<file path="src/rtl/penta_pkg.sv">
// Shared definitions for the penta (base-5) serial adder: digit geometry,
// controller states and the digit legality check.
package penta_pkg;

    localparam int PENTA_BASE = 5;
    localparam int DIG_W      = 3;
    localparam int DIG_MAX    = 4;

    typedef enum logic [1:0] {
        IDLE = 2'd0,
        ADD  = 2'd1,
        DONE = 2'd2
    } state_t;

    function automatic logic penta_digit_valid(input logic [DIG_W-1:0] digit);
        return digit <= DIG_MAX[DIG_W-1:0];
    endfunction

endpackage

</file>
<file path="src/rtl/penta_full_adder.sv">
// Single base-5 digit adder with carry in/out.
// Latency: combinational. Backpressure: none, pure function of inputs.
// Assumes legal digits; 4+4+1 = 9 keeps the carry out at most 1.
module penta_full_adder
    import penta_pkg::*;
(
    input  logic [DIG_W-1:0] a_d,
    input  logic [DIG_W-1:0] b_d,
    input  logic             cin,
    output logic [DIG_W-1:0] s_d,
    output logic             cout
);

    localparam logic [DIG_W:0] BASE_W = PENTA_BASE[DIG_W:0];

    logic [DIG_W:0] raw;
    logic [DIG_W:0] wrapped;

    always_comb begin
        raw     = {1'b0, a_d} + {1'b0, b_d} + {{DIG_W{1'b0}}, cin};
        wrapped = raw - BASE_W;
        if (raw >= BASE_W) begin
            s_d  = wrapped[DIG_W-1:0];
            cout = 1'b1;
        end else begin
            s_d  = raw[DIG_W-1:0];
            cout = 1'b0;
        end
    end

endmodule

</file>
<file path="src/rtl/penta_serial_adder_ctrl.sv">
// Adds two NDIG-digit base-5 numbers LSD first through one shared digit adder.
// Latency: valid request done NDIG edges after the start edge, illegal request 1 edge after.
// Backpressure: start is ignored while busy; no queueing, results held until next completion.
module penta_serial_adder_ctrl
    import penta_pkg::*;
#(
    parameter int NDIG = 4
) (
    input  logic                  clk,
    input  logic                  rst,
    input  logic                  start,
    input  logic [DIG_W*NDIG-1:0] a,
    input  logic [DIG_W*NDIG-1:0] b,
    output logic                  busy,
    output logic                  done,
    output logic [DIG_W*NDIG-1:0] sum,
    output logic                  cout,
    output logic                  err
);

    localparam int IW = (NDIG > 1) ? $clog2(NDIG) : 1;

    state_t                  state;
    state_t                  state_nxt;
    logic [DIG_W*NDIG-1:0]   opa;
    logic [DIG_W*NDIG-1:0]   opb;
    logic [DIG_W*NDIG-1:0]   wsum;
    logic [DIG_W*NDIG-1:0]   wsum_nxt;
    logic [IW-1:0]           idx;
    logic                    carry;
    logic                    bad;
    logic                    in_ok;
    logic                    last;
    logic [DIG_W-1:0]        a_d;
    logic [DIG_W-1:0]        b_d;
    logic [DIG_W-1:0]        s_d;
    logic                    fa_cout;

    always_comb begin
        in_ok = 1'b1;
        for (int i = 0; i < NDIG; i++) begin
            if (!penta_digit_valid(a[i*DIG_W +: DIG_W]) ||
                !penta_digit_valid(b[i*DIG_W +: DIG_W]))
                in_ok = 1'b0;
        end
    end

    // Digit select and write-back are explicit decodes over idx.
    always_comb begin
        a_d      = '0;
        b_d      = '0;
        wsum_nxt = wsum;
        for (int i = 0; i < NDIG; i++) begin
            if (idx == IW'(i)) begin
                a_d = opa[i*DIG_W +: DIG_W];
                b_d = opb[i*DIG_W +: DIG_W];
                wsum_nxt[i*DIG_W +: DIG_W] = s_d;
            end
        end
    end

    assign last = (idx == IW'(NDIG-1));

    penta_full_adder u_fa (
        .a_d  (a_d),
        .b_d  (b_d),
        .cin  (carry),
        .s_d  (s_d),
        .cout (fa_cout)
    );

    always_ff @(posedge clk) begin
        if (rst)
            state <= IDLE;
        else
            state <= state_nxt;
    end

    // An illegal request still spends one cycle in ADD so that done lands one
    // edge after the start edge; that cycle only publishes the error result.
    always_comb begin
        state_nxt = state;
        busy      = 1'b1;
        done      = 1'b0;
        case (state)
            IDLE: begin
                busy = 1'b0;
                if (start)
                    state_nxt = ADD;
            end
            ADD: begin
                if (bad || last)
                    state_nxt = DONE;
            end
            DONE: begin
                done      = 1'b1;
                state_nxt = IDLE;
            end
            default: state_nxt = IDLE;
        endcase
    end

    always_ff @(posedge clk) begin
        if (rst) begin
            opa   <= '0;
            opb   <= '0;
            wsum  <= '0;
            idx   <= '0;
            carry <= 1'b0;
            bad   <= 1'b0;
            sum   <= '0;
            cout  <= 1'b0;
            err   <= 1'b0;
        end else begin
            case (state)
                IDLE: begin
                    if (start) begin
                        opa   <= a;
                        opb   <= b;
                        wsum  <= '0;
                        idx   <= '0;
                        carry <= 1'b0;
                        bad   <= !in_ok;
                    end
                end
                ADD: begin
                    if (bad) begin
                        sum  <= '0;
                        cout <= 1'b0;
                        err  <= 1'b1;
                    end else begin
                        wsum  <= wsum_nxt;
                        carry <= fa_cout;
                        idx   <= idx + IW'(1);
                        if (last) begin
                            sum  <= wsum_nxt;
                            cout <= fa_cout;
                            err  <= 1'b0;
                        end
                    end
                end
                default: ;
            endcase
        end
    end

endmodule

</file>
<file path="config.mk">
export PLATFORM = sky130hd
export DESIGN_NAME = penta_serial_adder_ctrl
export DESIGN_NICKNAME = d
export VERILOG_FILES = /design/src/rtl/penta_pkg.sv /design/src/rtl/penta_full_adder.sv /design/src/rtl/penta_serial_adder_ctrl.sv
export SDC_FILE = /design/constraint.sdc
export NUM_CORES = 1
export LEC_CHECK = 0
export BUFFER_PORTS_ARGS = -buffer_cell sky130_fd_sc_hd__buf_2
export CAP_MARGIN = 25
export CORE_MARGIN = 2
export CORE_UTILIZATION = 54
export DETAILED_ROUTE_END_ITERATION = 10
export GPL_ROUTABILITY_DRIVEN = 0
export PLACE_DENSITY = 0.77
export SLEW_MARGIN = 10
export SYNTH_ARGS = -nofsm -noshare
export SYNTH_HDL_FRONTEND = slang
export SYNTH_SLANG_ARGS = --single-unit
</file>
<file path="constraint.sdc">
create_clock -name clk -period 4.6 [get_ports clk]
set_input_delay 0.69 -clock clk [delete_from_list [all_inputs] [get_ports clk]]
set_output_delay 0.69 -clock clk [all_outputs]
set_load 0.02 [all_outputs]
</file>
==> results.py <==
metrics = {
    "status": {
        "status": "finished clean",
    },
    "setup_path": {
        "criticalPathCategory": "flip-flop to flip-flop",
        "start_kind": "flip-flop",
        "cp.required_ns": 4.81,
        "crit_chain": "inv_1 -> ha_1 -> nand3b_1 -> a21oi_1 -> a21oi_1 -> o21ai_0 -> fa_1 -> inv_1 -> fa_1 -> ha_1 -> nand2b_1 -> a221oi_2 -> mux2_2 -> o21ai_0",
        "crit_fanout": 16,
        "cpPeakStageDelay_ns": 0.46,
        "crit_buf_inv": 2,
        "cp.arrival_ns": 4.12,
        "crit_family": "adder cells",
        "endpoint_kind": "flip-flop",
        "cpMaxStageDelayCell": "ha_1",
    },
    "logic_synthesis": {
        "netlist_instances": 318,
        "syn-num-nets": 355,
        "seq_area_frac_synth": 0.4198,
        "synth_seq_cells": 53,
        "avgSynthCellArea_um2": 7.948,
        "ys_warn_count": 0,
        "synth_enable_flop_cells": 0,
        "yosysUniqueCellTypes": 37,
        "synth_flop_cell": "dfxtp_1",
        "async_reset_ff_frac": 0,
        "syn_area_mm2": 0.002527,
    },
    "placed_design": {
        "dpl.hpwl_um": 4183,
        "port_buffers": 42,
        "place_ws_ns": 0.7525,
    },
    "detailed_routing": {
        "finalWirelength_um": 5945,
        "drt-vias-per-instance": 5.901,
        "drcViolationCount": 0,
        "drt-pass1-iter-count": 4,
        "avgRoutedWirePerCell_um": 14.75,
        "drtIter0Drc": 206,
        "vias": 2378,
        "ant_nets": 0,
    },
    "floorplanning": {
        "die_h_um": 72.42,
        "ios": 43,
        "fp.dieW_um": 72.42,
        "dieArea_mm2": 0.005244,
        "num_rows": 24,
        "start_util": 0.5687,
        "core_area_mm2": 0.004444,
    },
    "sta": {
        "grt_setup_unrepaired": "no",
        "setup_tns_ns": 0,
        "period_minus_slack_ns": 3.907,
        "slew_violations": 0,
        "worst_hold_slack_ns": 0.4579,
        "setup_slack_ns": 0.6931,
        "fmax_mhz": 256.0,
        "worstMarginPinSlew_ns": 0.9558,
        "worst_clock_skew_ns": 0.006457,
        "slew_headroom": 0.3612,
        "fin_crit_sh": 0.8493,
        "setup_viol": 0,
        "hold_viol_final": 0,
    },
    "final_layout": {
        "final_common_cell": "nand2_1",
        "fillers": 420,
        "multi_input_area_mm2": 0.001355,
        "final_core_util": 0.6377,
        "fin_nets": 388,
        "regArea_mm2": 0.001061,
        "area_growth_pct": 12.13,
        "final_cell_mix": "nand2_1, dfxtp_1, buf_2",
        "layout-drive-gt1-share": 0.1652,
        "insertedDiodeCount": 0,
    },
    "clock_tree": {
        "clkSinkCount": 53,
        "cts_resized": 0,
        "ctsLongestPathBuffers": 2,
        "clk_pin_slew_worst_paths_ns": 0.09,
        "clock_latency_ns": 0.30,
        "cts_root_buf": "clkbuf_8",
        "cts_tree": "built",
        "htreeDepth": 2,
        "postCtsHoldBufs": 0,
        "cts_buffers": 5,
        "cts_setup_buffers": 0,
    },
    "global_routing": {
        "antenna_found_initial": 0,
        "grt_pass1_wl_um": 10030,
        "first_global_vias": 2174,
        "track_usage": 0.2406,
        "grt_max_degree": 46,
        "grt-ovfl-total": 0,
    },
    "power": {
        "vdd_drop_max_mv": 0.2221,
        "total_power_uw": 926.7,
        "p_leak_uw": 0.001132,
        "pwr_density_cell_mw_per_mm2": 327.0,
    },
    "min_path": {
        "hold_path_class": "flip-flop to flip-flop",
    },
    "job": {
        "cap_violations": 0,
    },
}
[worst reg2reg max path: cells and delay by family, from the launching register on]
kind                     cells  cell delay, ns
adder cells (fa/ha/maj)      4            1.57
AO/OA/AOI/OAI                5            0.95
multiplexers                 1            0.44
flip-flops                   1            0.35
AND/OR/NAND/NOR              2            0.33
buffers and inverters        2            0.18
[report_power, final]
part           internal, µW  leakage [µW]  switching [µW]
sequential              477      0.000432            14.3
clock                   120     0.0000443             141
combinational          65.2      0.000656             109
total                   662       0.00113             264
[synth_stat cells (3+ instances only)]
| master | number | area [µm²] |
|---|---|---|
| nand3_1 | 3 | 15.01 |
| clkbuf_1 | 15 | 56.30 |
| buf_2 | 3 | 15.01 |
| nor2b_1 | 3 | 18.77 |
| nor3_1 | 4 | 20.02 |
| nand3b_1 | 7 | 52.55 |
| mux2i_1 | 4 | 40.04 |
| nand4_1 | 6 | 37.54 |
| ha_1 | 8 | 100.1 |
| nand2b_1 | 3 | 18.77 |
| nand2_1 | 86 | 322.8 |
| a32oi_1 | 6 | 52.55 |
| dfxtp_1 | 53 | 1061 |
| o221ai_1 | 3 | 26.28 |
| o21ai_0 | 26 | 130.1 |
| nand4b_1 | 3 | 26.28 |
| a21oi_1 | 41 | 205.2 |
| nor2_1 | 10 | 37.54 |
| inv_1 | 9 | 33.78 |
| a21o_1 | 3 | 22.52 |
[metrics by stage]
stage                     cells  instance area (µm²)
after floorplan             318                 2527
after global placement      395                 2740
after detailed placement    395                 2740
after CTS                   402                 2826
after global routing        403                 2834
final                       403                 2834
[path summary, 6_finish.rpt]
path              slack, ns  startpoint  cells after the start      end
setup reg to reg       0.69      idx[1]                     14  wsum[4]
hold reg to reg        0.46      sum[9]                      2   sum[9]
setup / recovery       0.69      idx[1]                     14  wsum[4]
hold / removal         0.46      sum[9]                      2   sum[9]
[metal layers]
layer  track usage  vias to the layer above  wire length, µm
met3       0.05833                        6              393
met2        0.3802                       71             2770
met5             0                        -                0
li1              -                     1168                -
met4       0.06173                        0               48
met1        0.3325                     1133             2733
[cells by family after synthesis]
group	after synthesis	share of synthesized area
multiplexers	5	0.02030
buffers and inverters	28	0.04604
XOR/XNOR	2	0.006932
flip-flops	53	0.4198
adder cells (fa/ha/maj)	10	0.05545
AND/OR/NAND/NOR	132	0.2460
AO/OA/AOI/OAI	88	0.2054
[layout make-up]
| class | count | area share |
|---|---|---|
| multi-input cells | 237 | 0.4781 |
| flip-flops and latches | 53 | 0.3744 |
| repair buffers | 45 | 0.08212 |
| clock buffers | 7 | 0.03046 |
| well taps | 52 | 0.02296 |
| inverters | 9 | 0.01192 |
[state kept, by name (all words and copies together) (netlist names)]
register	count
sum	12
cout	1
err	1
opb	12
bad	1
idx	2
carry	1
wsum	9
opa	12
state	2
Power figures use the tool's default switching activity.
